### src/rtl/riscv_mmio_pkg.sv
// Shared address map and UART state encoding for the core's MMIO peripherals.
package riscv_mmio_pkg;

  localparam logic [31:0] UART_BASE  = 32'h0000_1000;
  localparam logic [31:0] TXDATA_OFS = 32'h0000_0000;
  localparam logic [31:0] STATUS_OFS = 32'h0000_0004;

  typedef enum logic [1:0] {
    IDLE  = 2'd0,
    START = 2'd1,
    DATA  = 2'd2,
    STOP  = 2'd3
  } uart_state_e;

endpackage

### src/rtl/mmio_uart_tx_sync_fifo.sv
// Single-clock byte queue. The head entry is always visible on rdata.
// A push into a full queue is accepted only when a pop happens on the same
// edge. Pointers wrap naturally because DEPTH is a power of two.
module sync_fifo #(
  parameter int WIDTH = 8,
  parameter int DEPTH = 4
) (
  input  logic                     clk,
  input  logic                     rst_n,
  input  logic                     push,
  input  logic                     pop,
  input  logic [WIDTH-1:0]         wdata,
  output logic [WIDTH-1:0]         rdata,
  output logic                     full,
  output logic                     empty,
  output logic [$clog2(DEPTH):0]   count
);

  localparam int AW = $clog2(DEPTH);
  localparam int CW = $clog2(DEPTH) + 1;

  logic [WIDTH-1:0] mem_q [DEPTH];
  logic [AW-1:0]    wptr_q;
  logic [AW-1:0]    rptr_q;
  logic [CW-1:0]    count_q;
  logic             do_push;
  logic             do_pop;

  assign empty   = (count_q == '0);
  assign full    = (count_q == CW'(DEPTH));
  assign do_pop  = pop & ~empty;
  assign do_push = push & (~full | do_pop);
  assign rdata   = mem_q[rptr_q];
  assign count   = count_q;

  // Pointer and occupancy bookkeeping; reset discards all queued entries.
  always_ff @(posedge clk or negedge rst_n) begin
    if (!rst_n) begin
      wptr_q  <= '0;
      rptr_q  <= '0;
      count_q <= '0;
    end else begin
      if (do_push) wptr_q <= wptr_q + AW'(1);
      if (do_pop)  rptr_q <= rptr_q + AW'(1);
      count_q <= count_q + CW'(do_push) - CW'(do_pop);
    end
  end

  // Storage array; contents are don't-care until written.
  always_ff @(posedge clk) begin
    if (do_push) mem_q[wptr_q] <= wdata;
  end

endmodule

### src/rtl/mmio_uart_tx.sv
// Memory-mapped 8N1 UART transmitter on the core's data-memory bus.
// TXDATA (+0) queues a byte, STATUS (+4) reports {overflow, full, busy}
// and any write to it clears the sticky overflow flag.
// tx is registered from the FSM state, so the line trails the state by one
// cycle: a push at edge N gives the start bit at edge N+2.
module mmio_uart_tx
  import riscv_mmio_pkg::*;
#(
  parameter logic [31:0] BASE_ADDR    = UART_BASE,
  parameter int          CLKS_PER_BIT = 16,
  parameter int          FIFO_DEPTH   = 4
) (
  input  logic        clk,
  input  logic        rst,
  input  logic        MemWrite,
  input  logic [31:0] ALUResult,
  input  logic [31:0] WriteData,
  output logic        mmio_sel,
  output logic [31:0] mmio_rdata,
  output logic        tx,
  output logic        busy,
  output uart_state_e dbg_state
);

  localparam int CW  = $clog2(CLKS_PER_BIT);
  localparam int FCW = $clog2(FIFO_DEPTH) + 1;
  localparam logic [CW-1:0] CNT_LAST = CW'(CLKS_PER_BIT - 1);

  uart_state_e    state_q;
  logic [CW-1:0]  clk_cnt_q;
  logic [2:0]     bit_cnt_q;
  logic [7:0]     shreg_q;
  logic           tx_q;
  logic           busy_q;
  logic           busy_d;
  logic           overflow_q;
  logic           overflow_d;

  logic           wr_txdata;
  logic           wr_status;
  logic           rd_status;
  logic           bit_end;
  logic           pop;
  logic           going_idle;
  logic           push_ok;
  logic [FCW-1:0] cnt_after;

  logic           fifo_full;
  logic           fifo_empty;
  logic [7:0]     fifo_head;
  logic [FCW-1:0] fifo_count;

  logic           unused_bits;
  assign unused_bits = ^{WriteData[31:8], ALUResult[1:0]};

  // Address decode: one 8-byte window, bit 2 picks the register.
  assign mmio_sel  = (ALUResult[31:3] == BASE_ADDR[31:3]);
  assign wr_txdata = MemWrite & mmio_sel & (ALUResult[2] == TXDATA_OFS[2]);
  assign wr_status = MemWrite & mmio_sel & (ALUResult[2] == STATUS_OFS[2]);
  assign rd_status = mmio_sel & (ALUResult[2] == STATUS_OFS[2]);
  assign bit_end   = (clk_cnt_q == CNT_LAST);

  sync_fifo #(
    .WIDTH (8),
    .DEPTH (FIFO_DEPTH)
  ) u_fifo (
    .clk   (clk),
    .rst_n (rst),
    .push  (wr_txdata),
    .pop   (pop),
    .wdata (WriteData[7:0]),
    .rdata (fifo_head),
    .full  (fifo_full),
    .empty (fifo_empty),
    .count (fifo_count)
  );

  // Pop decision and next-cycle busy/overflow, derived from current state.
  always_comb begin
    pop        = 1'b0;
    going_idle = 1'b0;
    case (state_q)
      IDLE: begin
        pop        = ~fifo_empty;
        going_idle = fifo_empty;
      end
      STOP: begin
        if (bit_end) begin
          pop        = ~fifo_empty;
          going_idle = fifo_empty;
        end
      end
      default: begin
        pop        = 1'b0;
        going_idle = 1'b0;
      end
    endcase

    push_ok   = wr_txdata & (~fifo_full | pop);
    cnt_after = fifo_count + FCW'(push_ok) - FCW'(pop);
    busy_d    = ~going_idle | (cnt_after != '0);

    overflow_d = overflow_q;
    if (wr_txdata && !push_ok) begin
      overflow_d = 1'b1;
    end else if (wr_status) begin
      overflow_d = 1'b0;
    end
  end

  // Transmit FSM with baud/bit counters, shift register and registered tx.
  always_ff @(posedge clk or negedge rst) begin
    if (!rst) begin
      state_q   <= IDLE;
      clk_cnt_q <= '0;
      bit_cnt_q <= '0;
      shreg_q   <= '0;
      tx_q      <= 1'b1;
    end else begin
      case (state_q)
        START:   tx_q <= 1'b0;
        DATA:    tx_q <= shreg_q[0];
        default: tx_q <= 1'b1;
      endcase

      case (state_q)
        IDLE: begin
          clk_cnt_q <= '0;
          bit_cnt_q <= '0;
          if (!fifo_empty) begin
            shreg_q <= fifo_head;
            state_q <= START;
          end
        end
        START: begin
          if (bit_end) begin
            clk_cnt_q <= '0;
            bit_cnt_q <= '0;
            state_q   <= DATA;
          end else begin
            clk_cnt_q <= clk_cnt_q + CW'(1);
          end
        end
        DATA: begin
          if (bit_end) begin
            clk_cnt_q <= '0;
            shreg_q   <= {1'b0, shreg_q[7:1]};
            if (bit_cnt_q == 3'd7) begin
              bit_cnt_q <= '0;
              state_q   <= STOP;
            end else begin
              bit_cnt_q <= bit_cnt_q + 3'd1;
            end
          end else begin
            clk_cnt_q <= clk_cnt_q + CW'(1);
          end
        end
        STOP: begin
          if (bit_end) begin
            clk_cnt_q <= '0;
            if (!fifo_empty) begin
              shreg_q <= fifo_head;
              state_q <= START;
            end else begin
              state_q <= IDLE;
            end
          end else begin
            clk_cnt_q <= clk_cnt_q + CW'(1);
          end
        end
        default: state_q <= IDLE;
      endcase
    end
  end

  // Registered busy and sticky overflow flags.
  always_ff @(posedge clk or negedge rst) begin
    if (!rst) begin
      busy_q     <= 1'b0;
      overflow_q <= 1'b0;
    end else begin
      busy_q     <= busy_d;
      overflow_q <= overflow_d;
    end
  end

  // Combinational read path; TXDATA and unselected addresses read zero.
  always_comb begin
    mmio_rdata = 32'h0;
    if (rd_status) begin
      mmio_rdata = {29'b0, overflow_q, fifo_full, busy_q};
    end
  end

  assign tx        = tx_q;
  assign busy      = busy_q;
  assign dbg_state = state_q;

endmodule

### config.mk
export PLATFORM = sky130hd
export DESIGN_NAME = mmio_uart_tx
export DESIGN_NICKNAME = d
export VERILOG_FILES = /design/src/rtl/riscv_mmio_pkg.sv /design/src/rtl/mmio_uart_tx_sync_fifo.sv /design/src/rtl/mmio_uart_tx.sv
export SDC_FILE = /design/constraint.sdc
export NUM_CORES = 1
export LEC_CHECK = 0
export ABC_CLOCK_PERIOD_IN_PS = 2750
export BUFFER_PORTS_ARGS = -buffer_cell sky130_fd_sc_hd__buf_2
export CORE_UTILIZATION = 50
export CTS_CLUSTER_DIAMETER = 120
export DETAILED_ROUTE_END_ITERATION = 7
export PLACE_DENSITY = 0.9
export SYNTH_ARGS = -nofsm -noshare
export SYNTH_HDL_FRONTEND = slang
export SYNTH_SLANG_ARGS = --single-unit
### constraint.sdc
create_clock -name clk -period 2.75 [get_ports clk]
set_clock_uncertainty 0.05 [all_clocks]
set_input_delay 0.1375 -clock clk [delete_from_list [all_inputs] [get_ports clk]]
set_output_delay 0.1375 -clock clk [all_outputs]
set_load 0.005 [all_outputs]
[Word level (Yosys, flattened, before mapping)]
Memories as Yosys holds them, arrays and structs flattened.
Index checks and enable logic that the tools add are counted.
Storage, ports and cells
  bits of input ports: 67
  output and inout bits: 37
  RAM bits: 32
  bits in registers: 27
  memories kept: 1
Cells by class
  multiplexer cells: 27
  add/sub/neg operators: 8
  reduce and logical (&&, ||, !) cells: 12
  bitwise operators: 14
  eq/ne operators: 12
Memories
  u_fifo.mem_q: depth 4, width 8, read ports 1, clocked after memory_dff 0, wr ports 1, RTL line mmio_uart_tx_sync_fifo.sv:22  | logic [WIDTH-1:0] mem_q [DEPTH];
Operators by type and width (number)
  29-bit by 10-bit equality test with 1-bit output (second input constant): 1
  8-bit two-way mux: 3
  8-bit case mux with 3 select lines: 1
  3-bit two-way mux: 4
  2-bit two-way mux: 5
  2-bit != test (second input constant): 5
  3-bit case mux with 3 select lines: 1
  3-bit nonzero test: 3
  2-bit case mux with 4 select lines: 1
  4-bit case mux with 2 select lines: 1
  1-bit AND: 7
  1-bit two-way mux: 7
  3-bit by 1-bit adder with 3-bit output: 2
  3-bit equality test (second input constant): 2
  1-bit case mux with 2 select lines: 3
  3-bit AND reduction: 2
  3-bit by 1-bit subtractor with 3-bit output: 2
  5-bit AND reduction: 1
  2-bit by 1-bit adder with 2-bit output (second input constant): 2
  4-bit by 1-bit adder with 4-bit output (second input constant): 1
  2-bit equality test (second input constant): 2
  4-bit equality test (second input constant): 1
  4-bit two-way mux: 1
  1-bit inverter: 4
  other kinds (9): 11

[Depth between registers and ports, before layout]
Gate-level depths: netlist of run 1.
  depth after elaboration: 10
  gate-level depth with buffers: 11
  depth with buffers taken out: 10

[By module]
From an unflattened synthesis of run 1, not the netlist that was laid out.
Unflattened totals
  cell total of the unflattened synthesis: 235
  area total of the unflattened synthesis: 3060.4 um2
Modules (own cells, without submodules)
  sync_fifo: times used 1, cells each 77, area each 1577.8 um2, seq. area each 1136.1 um2
  mmio_uart_tx: times used 1, cells each 158, area each 1482.7 um2, seq. area each 501.7 um2

[Least setup slack after synthesis of run 1]
Ideal clock, no wire load.
  path type: register to register
  start point: register state_q[0], in the netlist dbg_state[0]
  end point: memory u_fifo.mem_q[0][0], enable pin
  data required time: 2.317 ns
  clock period less this slack: 2.515 ns
  library setup time: 0.383 ns
  arrival: 2.081 ns
  buffers on the path: 1
  stages on the path, launching flop included: 7
  slack: 0.235 ns
  cells stage by stage: dfrtp_1 -> inv_1 -> ha_1 -> o211a_1 -> or2_2 -> clkbuf_1 -> nor3_1
Between the ends
  longest elaborated chain between the ends: 7
  elaborated cells between the ends (all ways): 8
  classes of those cells: eq/ne (1); mux (3); bitwise (3); reduce/logical (1)
Ends and longest elaborated chain
  start, declared: RTL line mmio_uart_tx.sv:29  | uart_state_e state_q;
  start signal, assigned: RTL line mmio_uart_tx.sv:114  | state_q <= IDLE;
  start signal, assigned: RTL line mmio_uart_tx.sv:132  | state_q <= START;
  start signal, assigned: RTL line mmio_uart_tx.sv:139  | state_q <= DATA;
  2-bit equality test or 2-bit logical NOT (tied branches): RTL line mmio_uart_tx.sv:82  | case (state_q)
  1-bit case mux with 2 select lines (*): RTL line mmio_uart_tx.sv:82
  1-bit AND (*): RTL line mmio_uart_tx_sync_fifo.sv:31  | assign do_pop = pop & ~empty;
  1-bit bitwise OR (*): RTL line mmio_uart_tx_sync_fifo.sv:32  | assign do_push = push & (~full | do_pop);
  1-bit AND (*): RTL line mmio_uart_tx_sync_fifo.sv:32
  1-bit two-way mux (*): RTL line mmio_uart_tx_sync_fifo.sv:51  | if (do_push) mem_q[wptr_q] <= wdata;
  1-bit two-way mux (implied by the code) (*): RTL line mmio_uart_tx_sync_fifo.sv:51
  end, declared: RTL line mmio_uart_tx_sync_fifo.sv:22
Mark *: on every way between the ends. The rest lies on a longest branch, timed or not.

[Worst setup path in the final report of run 1]
  start point: register state_q[0], in the netlist dbg_state[0]
  end point: register busy_q, in the netlist busy
Between the ends
  longest elaborated chain between the ends: 8
  elaborated cells between the ends (all ways): 11
  classes of those cells: add/sub (2); eq/ne (1); mux (2); bitwise (4); reduce/logical (2)
Ends and longest elaborated chain
  2-bit equality test or 2-bit logical NOT (tied branches): RTL line mmio_uart_tx.sv:82
  1-bit case mux with 2 select lines: RTL line mmio_uart_tx.sv:82
  1-bit bitwise OR: RTL line mmio_uart_tx.sv:99  | push_ok = wr_txdata & (~fifo_full | pop);
  1-bit AND: RTL line mmio_uart_tx.sv:99
  3-bit by 1-bit adder with 3-bit output: RTL line mmio_uart_tx.sv:100  | cnt_after = fifo_count + FCW'(push_ok) - FCW'(pop);
  3-bit by 1-bit subtractor with 3-bit output: RTL line mmio_uart_tx.sv:100
  3-bit nonzero test: RTL line mmio_uart_tx.sv:101  | busy_d = ~going_idle | (cnt_after != '0);
  1-bit bitwise OR (*): RTL line mmio_uart_tx.sv:101
  net busy_d: RTL line mmio_uart_tx.sv:35  | logic busy_d;
  end signal, assigned: RTL line mmio_uart_tx.sv:182  | busy_q <= busy_d;
  end, declared: RTL line mmio_uart_tx.sv:34  | logic busy_q;
Mark *: on every way through the listed nets, which the timed path passes. The rest lies on a longest branch.
A chain may end at the register's enable or synchronous reset.

==> flow_summary.yaml, run 1 <==
setup_path:
  crit_chain: "ha_2, a41oi_2, o211a_1, or2_2, nor2_2, ha_1, fa_1, nor2_1, nand4_1"
  reg2regPathDepth: 9
  critPathLaunchType: "register"
  worstReg2RegEnd: "busy$_DFF_PN0_"
  r2r-start: "dbg_state[0]$_DFFE_PN0P_"
  worst-path-buf-inv: 0
  crit_family: "adder cells"
  cp_slowest_stage_delay_ps: 440
  critPathCaptureType: "register"
  reg2reg_slack_ps: 90
  cp.arrival_ps: 2810
  cp_max_fo: 6
  critPathSlowestCell: "fa_1"
  crit_required_ps: 2900
  crit_type: "reg -> reg"
sta:
  finalSetupViolCount: 0
  hold_violations: 0
  slew_viol_final: 0
  worst_slew_pin_slew_ps: 604
  relSlewSlack_pct: 59.7
  period_needed_ps: 2660
  max_freq_mhz: 376
  period_share_pct: 96.7
flow_run:
  cap_violations: 0
global_routing:
  grt_use_met1_pct: 22.5
  grt_util_met3_pct: 6.17
  grt_pass1_vias: 1958
  grt_first_pass_wirelength_um: 9070
  top_usage_layer: "met2"
  gr-total-overflow: 0
  antenna_found_initial: 0
  track_usage_pct: 19.7
  use_met2_pct: 33.2
  grt_max_degree: 28
finish:
  antenna_cells: 0
  n_fill_cell: 422
  finalInstanceArea_um2: 3680
  nNetsFinal: 386
  regArea_um2: 1640
  drive_above_1_share_pct: 34.2
  multi_input_area_um2: 1260
  areaGrowthSynthToFinish_pct: 21.4
  utilization_pct: 62.6
route:
  wirelength_um: 5560
  num_vias: 2007
  ant_nets: 0
  via_per_inst: 5.25
  first_pass_iters: 4
  post_drt_wl_per_cell_um: 14.6
  drc: 0
  drt-initial-drc-count: 103
floorplanning:
  io-pin-count: 104
  die_h_um: 79.9
  dieArea_um2: 6380
  core_um2: 5890
  start_util_pct: 51.6
  core.rowCount: 28
  die-width_um: 79.9
yosys:
  synth_area_per_cell_um2: 13.2
  ys_seq_elements: 59
  syn_inst: 229
  synthFlopType: "edfxtp_1"
  synth_cell_type_count: 50
  yosys_warnings: 0
  ys_top_cells_by_area: "edfxtp_1, dfrtp_1, buf_4"
  yosysSeqAreaShare_pct: 54.0
  synth_top_area_share_pct: 31.7
  synth_top_area_cell: "edfxtp_1"
  synth_edf_count: 32
  async_flop_share_pct: 45.8
  synthesis.area_um2: 3030
placement:
  placed_area_um2: 3290
  portBuffers: 48
  hpwl_um: 3520
  place_congestion: 0.780
cts:
  tritoncts: "built"
  cts_buffer_depth: 2
  clkSinkCount: 59
  clk_pin_slew_worst_paths_ps: 70
  cts-root-buf: "clkbuf_8"
  clk_latency_ps: 340
  cts.htree.levels: 3
  cts_buffers: 9
hold_path:
  hp-class: "in -> reg"
  hp-start: "ALUResult[2]"
  whs_path_depth: 3
  holdPathEnd: "u_fifo.wptr_q[0]$_DFFE_PN0P_"
power_and_ir_drop:
  p_leak_nw: 1.57
  power_w: 0.00189
  peakVddDrop_v: 0.000473
  power_density_nw_per_um2: 513
outcome:
  status: "complete, no violations"
==> metrics by stage <==
stage | hold slack (ps) | worst slack, ps | std cells | setup TNS (ps)
final | 234 | 90.5 | 382 | 0
after global placement | 124 | 131 | 353 | 0
after floorplan | -208 | 235 | 257 | 0
after CTS | 220 | 34.6 | 382 | 0
after global routing | 242 | -8.69 | 382 | -8.69
after detailed placement | 134 | 96.2 | 353 | 0
==> how the worst max path moves through the flow <==
stage	startpoint	endpoint	slack, ps	cells after the start
floorplan	dbg_state[0]$_DFFE_PN0P_	u_fifo.mem_q[0][0]$_DFFE_PP_	240	6
global placement	dbg_state[0]$_DFFE_PN0P_	busy$_DFF_PN0_	130	10
detailed placement	dbg_state[0]$_DFFE_PN0P_	busy$_DFF_PN0_	100	10
CTS	dbg_state[0]$_DFFE_PN0P_	busy$_DFF_PN0_	30	9
global route	dbg_state[1]$_DFFE_PN0P_	busy$_DFF_PN0_	-9	9
finish	dbg_state[0]$_DFFE_PN0P_	busy$_DFF_PN0_	90	9
==> worst register-to-register path: stages, from the launching register on <==
cell and delay (ps):
dfrtp_2 420, ha_2 230, a41oi_2 180, o211a_1 290, or2_2 340, nor2_2 110
ha_1 200, fa_1 440, nor2_1 130, nand4_1 130
==> layout by cell type (no fill, tap or decap), types with 2 or more instances in the layout <==
cell / instances
nor3_1: 8
fa_1: 2
mux2i_1: 9
edfxtp_1: 32
xor2_1: 2
a21oi_1: 9
xnor2_1: 4
or2_2: 3
buf_4: 9
o21ai_0: 2
clkbuf_8: 10
o2bb2ai_1: 3
ha_1: 12
conb_1: 29
buf_2: 48
nor2b_1: 4
mux4_2: 8
nand2_1: 4
ha_4: 2
nor4_1: 3
dlygate4sd3_1: 11
and4_1: 2
nor2_1: 13
inv_1: 12
or4_4: 2
a31oi_1: 3
bufinv_16: 2
dfrtp_1: 25
clkinvlp_4: 2
and3_1: 2
==> registers in the layout, indices dropped and copies added, names as in the netlist <==
register / flops
bit_cnt_q: 3
busy: 1
clk_cnt_q: 4
dbg_state: 2
overflow_q: 1
shreg_q: 8
tx: 1
u_fifo.count: 3
u_fifo.mem_q: 32
u_fifo.rptr_q: 2
u_fifo.wptr_q: 2
==> cell families (layout without fill, tap and decap cells) <==
kind of cell               Yosys count  count (layout)  synth area share, %
AOI/OAI and AO/OA                   27              27                 6.35
xor gates and xnor gates             6               6                 1.73
adders and majority gates           17              17                 7.51
buffers and inverters               47              97                 9.48
DFF                                 59              59                 54.0
muxes                               19              19                 9.77
other                                1              29                0.124
and+or+nand+nor                     53              53                 11.1
==> per-layer routing <==
metal	vias to the layer above	share of wire, %
li1	932	-
met1	978	42
met2	86	51
met3	11	4.8
met4	0	2.3
met5	-	0
==> area by class of cell <==
class / count / area share (%)
well taps: 75 / 2.55
clock buffers: 10 / 3.74
flip-flops and latches: 59 / 44.5
repair buffers: 68 / 11.3
clock inverters: 6 / 2.41
inverters: 13 / 1.33
multi-input cells: 151 / 34.1
==> timing repair <==
item	in CTS	in global routing
gates resized for setup	5	5
gates cloned	0	0
hold buffers	11	0
endpoints found under the setup margin	1	1
endpoints found under the hold margin	59	0
buffers inserted	2	0
pin swaps	0	1
==> power breakdown <==
part | switching (W) | internal, W
combinational | 0.0000361 | 0.0000338
sequential | 0.0000000000724 | 0.000933
clock | 0.000352 | 0.000534
==> cell usage after synthesis, drive strengths merged (2+ instances only) <==
cell type  instances
dfrtp             26
mux2               2
or4                2
fa                 2
ha                15
mux4               8
edfxtp            32
clkbuf             2
mux2i              9
xor2               2
and4               2
inv               13
buf               32
and3               2
or2                3
a31oi              3
nor4               5
nor2b              4
nor3               9
o21ai              2
nand3              2
nand2              4
xnor2              4
o2bb2ai            3
a21oi              9
nor2              14
Note: power is estimated with default switching activity, not from simulation.
==> run 2, diff against run 1 <==
==> constraint.sdc (replaced) <==
create_clock -name clk -period 2.75 [get_ports clk]
set_clock_uncertainty 0.05 [all_clocks]
set_input_delay 0.55 -clock clk [delete_from_list [all_inputs] [get_ports clk]]
set_output_delay 0.55 -clock clk [all_outputs]
set_load 0.005 [all_outputs]
==> flow_summary.yaml, run 2 (same netlist as run 1, synthesis figures left out) <==
cts:
  cts_buffers: 9
  clkSinkCount: 59
  clk_latency_ps: 330
  holdBufCountCts: 0
  clk_pin_slew_worst_paths_ps: 70
  cts_buffer_depth: 2
  cts-root-buf: "clkbuf_8"
  cts.htree.levels: 3
  tritoncts: "built"
power_and_ir_drop:
  sequentialPowerShare_pct: 48.3
  p_int_w: 0.00156
  power_switching_share_pct: 19.3
  p_leak_nw: 1.53
  p_comb_share_pct: 3.1
  p_clk_share_pct: 48.6
  power_density_nw_per_um2: 539
  p_sw_w: 0.000372
  peakVddDrop_v: 0.000459
  power_w: 0.00193
global_routing:
  gr-total-overflow: 0
  grt_first_pass_wirelength_um: 8720
  grt_max_degree: 28
  track_usage_pct: 18.4
  grt_pass1_vias: 1875
  antenna_found_initial: 0
finish:
  largest_registers: "u_fifo.mem_q: 32 flops, shreg_q: 8 flops, clk_cnt_q: 4 flops"
  antenna_cells: 0
  utilization_pct: 60.9
  largest-register: "u_fifo.mem_q"
  n_fill_cell: 424
  largest_register_ffs: 32
  layout_common_cells: "buf_2, edfxtp_1, conb_1"
  areaGrowthSynthToFinish_pct: 18.1
  final_common_cell: "buf_2"
  nNetsFinal: 376
  drive_above_1_share_pct: 35.7
sta:
  period_needed_ps: 2690
  slew_viol_final: 0
  max_freq_mhz: 371
  worst_slew_pin_slew_ps: 611
  period_share_pct: 97.9
  finalSetupViolCount: 0
  hold_violations: 0
  whs_ps: 178
  relSlewSlack_pct: 59.3
setup_path:
  cp.arrival_ps: 2090
  crit_type: "in -> out"
  cp_slowest_stage_delay_ps: 550
  worst-path-buf-inv: 2
  critPathSlowestCell: "or4_4"
  cp_max_fo: 5
  critPathCaptureType: "primary output"
  cpMostUsedCell: "buf_2"
  crit_chain: "buf_2, or4_4, nor4_2, and2_1, and4_1, buf_2"
  crit_required_ps: 2150
  crit_family: "simple AND/OR/NAND/NOR gates"
  critPathLaunchType: "primary input"
floorplanning:
  core_um2: 5890
  die_h_um: 79.9
  die-width_um: 79.9
  start_util_pct: 51.6
  io-pin-count: 104
  core.rowCount: 28
  dieArea_um2: 6380
hold_path:
  hp-class: "in -> async"
outcome:
  status: "complete, no violations"
route:
  post_drt_wl_per_cell_um: 14.7
  first_pass_iters: 4
  drt-initial-drc-count: 123
  wirelength_um: 5460
  ant_nets: 0
  drc: 0
  via_per_inst: 5.31
  num_vias: 1974
placement:
  hpwl_um: 3710
  portBuffers: 48
  place_congestion: 0.767
flow_run:
  cap_violations: 0
-- run 2: through the flow --
step	instance area, µm²	setup slack, ps	setup TNS, ps	instances
after floorplan	3140	78.7	0	257
after global placement	3290	-41.6	-41.6	354
after detailed placement	3290	-68.1	-78.8	354
after CTS	3540	31.9	0	370
after global routing	3580	-10.3	-10.3	372
final	3580	56.7	0	372
-- run 2: layout make-up --
type                            instances  area (µm²)  share of cell area, %
Clock inverter                          7         115                   3.21
Clock buffer                            9         124                   3.46
Inverter                               13        48.8                   1.36
Timing Repair Buffer                   58         315                   8.80
Multi-Input combinational cell        151        1250                   34.8
Sequential cell                        59        1640                   45.8
Tap cell                               75        93.8                   2.62
-- run 2: power groups by stage --
stage	registers (W)	clock network (W)	logic, W
after floorplan	0.000952	0	0.0000466
after global placement	0.000951	0	0.0000570
after detailed placement	0.000951	0	0.0000593
after CTS	0.000933	0.000953	0.0000594
after global routing	0.000932	0.000998	0.0000692
final	0.000933	0.000938	0.0000594
-- run 2: per-layer routing --
| layer | track usage, % | share of wire, % | vias to the layer above |
|---|---|---|---|
| li1 | - | - | 911 |
| met1 | 21.4 | 41 | 972 |
| met2 | 32.6 | 52 | 83 |
| met3 | 5.26 | 4.9 | 8 |
| met4 | 6.07 | 1.2 | 0 |
| met5 | 0 | 0 | - |
-- run 2: repair_timing --
action / in CTS / in global routing
setup endpoints to repair: 2 / 2
hold endpoints to repair: 0 / 0
resized for setup: 1 / 9
pin swaps: 0 / 1
setup buffers: 0 / 2
-- run 2: worst paths after layout --
path / startpoint / to / slack (ps) / cells after the start
hold reg to reg: shreg_q[0]$_DFFE_PN0P_ / tx$_DFF_PN1_ / 470 / 2
min in group clk: MemWrite / overflow_q$_DFFE_PN0P_ / 380 / 2
hold / removal: rst / u_fifo.count[2]$_DFF_PN0_ / 180 / 1
max in group asynchronous: rst / dbg_state[1]$_DFFE_PN0P_ / 2040 / 1
setup reg to reg: dbg_state[1]$_DFFE_PN0P_ / busy$_DFF_PN0_ / 120 / 10
setup / recovery: ALUResult[7] / mmio_rdata[1] / 60 / 6
-- run 2: worst reg2reg max path: stages (launching register included) --
cell     delay (ps)
dfrtp_2         470
inv_1           120
ha_2            220
a41oi_2          70
o211a_1         290
or2_2           340
nor2_2          110
ha_1            160
fa_1            410
nor2_1          140
nand4_1         120
==> run 3, diff against run 2 <==
Settings changed: CORE_MARGIN set to 2.
==> flow_summary.yaml, run 3 (same netlist as run 1, synthesis figures left out) <==
outcome:
  status: "complete, no violations"
cts:
  cts_buffer_depth: 2
  holdBufCountCts: 0
  cts-root-buf: "clkbuf_8"
  cts_buffers: 9
  cts-resized-gates: 0
  clk_latency_ps: 340
  post_cts_buffers: 0
  clk_pin_slew_worst_paths_ps: 60
  tritoncts: "built"
  cts.htree.levels: 3
  clkSinkCount: 59
sta:
  finalSetupViolCount: 0
  slew_viol_final: 0
  whs_ps: 170
  max_freq_mhz: 377
  hold_violations: 0
  period_share_pct: 96.3
  period_needed_ps: 2650
  worst_slew_pin_slew_ps: 617
  relSlewSlack_pct: 58.8
global_routing:
  grt_first_pass_wirelength_um: 8620
  antenna_found_initial: 0
  grt_pass1_vias: 1854
  track_usage_pct: 17.9
  grt_max_degree: 28
  gr-total-overflow: 0
route:
  wirelength_um: 5250
  drc: 0
  via_per_inst: 5.15
  first_pass_iters: 4
  post_drt_wl_per_cell_um: 14.2
  num_vias: 1904
  ant_nets: 0
  drt-initial-drc-count: 166
finish:
  nNetsFinal: 374
  areaGrowthSynthToFinish_pct: 15.1
  final_common_cell: "buf_2"
  multi_input_area_um2: 1230
  finalInstanceArea_um2: 3490
  largest_registers: "u_fifo.mem_q: 32 flops, shreg_q: 8 flops, clk_cnt_q: 4 flops"
  n_fill_cell: 429
  regArea_um2: 1640
  layout_common_cells: "buf_2, edfxtp_1, conb_1"
  largest_register_ffs: 32
  antenna_cells: 0
  largest-register: "u_fifo.mem_q"
  drive_above_1_share_pct: 33.6
  final_cells: 370
setup_path:
  crit_chain: "ha_1, a41oi_2, o211a_1, or2_2, nor2_1, ha_1, fa_1, nor2_1, nand4_1"
  critPathLaunchType: "register"
  reg2regPathDepth: 9
  worst-path-buf-inv: 0
  worstReg2RegEnd: "busy$_DFF_PN0_"
  crit_family: "adder cells"
  reg2reg_slack_ps: 100
  cp_max_fo: 6
  crit_type: "reg -> reg"
  crit_required_ps: 2910
  r2r-start: "dbg_state[0]$_DFFE_PN0P_"
  cp_slowest_stage_delay_ps: 430
  cp.arrival_ps: 2810
  critPathCaptureType: "register"
  critPathSlowestCell: "dfrtp_1"
placement:
  place_inst: 354
  placed_area_um2: 3290
  hpwl_um: 3750
  portBuffers: 48
  place_congestion: 0.811
floorplanning:
  core.rowCount: 28
  io-pin-count: 104
  start_util_pct: 51.6
  die_h_um: 81.9
  dieArea_um2: 6710
  core_um2: 5890
  die-width_um: 81.9
hold_path:
  hp-class: "in -> async"
flow_run:
  cap_violations: 0
power_and_ir_drop:
  p_leak_nw: 1.50
  power_density_nw_per_um2: 495
  peakVddDrop_v: 0.000355
run 3: cell count changes in the layout (fill, tap and decap cells not counted), sizes merged:
| cell | delta |
|---|---|
| inv | -1 |
| clkinvlp | -1 |
| bufinv | -2 |
| clkbuf | +4 |
| buf | -2 |
run 3: metal layers:
metal,part of all wire (%),GRT usage (%),vias to the layer above
met5,0,0,-
met4,3.3,9.17,0
met3,6.4,6.15,17
met2,51,29.9,87
met1,40,20.3,898
li1,-,-,902
run 3: worst register-to-register path, cell delays in order, from the launching register on:
cell and delay [ps]:
dfrtp_1 430, ha_1 260, a41oi_2 190, o211a_1 270, or2_2 340, nor2_1 150, ha_1 180, fa_1 410
nor2_1 120, nand4_1 110
run 3: cell type report:
type | instances | share of cell area [%]
multi-input cells | 151 | 35.3
clock buffers | 13 | 3.98
clock inverters | 3 | 1.15
repair buffers | 56 | 8.60
well taps | 75 | 2.69
flip-flops and latches | 59 | 46.9
inverters | 13 | 1.40
run 3: power breakdown:
group	internal (W)	total [W]	switching, W	leakage (nW)
clock	0.000417	0.000736	0.000320	0.0914
combinational	0.0000249	0.0000590	0.0000341	0.794
sequential	0.000934	0.000934	0.0000000000668	0.611
run 3: worst max-delay path by stage:
stage | cells after the start | slack, ps | startpoint | endpoint
after global routing | 9 | -20 | dbg_state[0]$_DFFE_PN0P_ | busy$_DFF_PN0_
after CTS | 10 | 60 | dbg_state[1]$_DFFE_PN0P_ | busy$_DFF_PN0_
after detailed placement | 9 | -20 | ALUResult[7] | busy$_DFF_PN0_
final | 9 | 100 | dbg_state[0]$_DFFE_PN0P_ | busy$_DFF_PN0_
after floorplan | 4 | 80 | ALUResult[7] | u_fifo.mem_q[0][0]$_DFFE_PP_
after global placement | 9 | 20 | ALUResult[7] | busy$_DFF_PN0_
run 3: metrics by stage:
step / TNS, ps / util [%] / total power, W / worst slack [ps]
finish: 0 / 59.3 / 0.00173 / 101
global route: -18.5 / 59.3 / 0.00180 / -18.5
CTS: 0 / 59.0 / 0.00174 / 59.0
detailed placement: -21.3 / 56.0 / 0.00101 / -21.3
global placement: 0 / 56.0 / 0.00101 / 15.9
floorplan: 0 / - / 0.000998 / 78.7
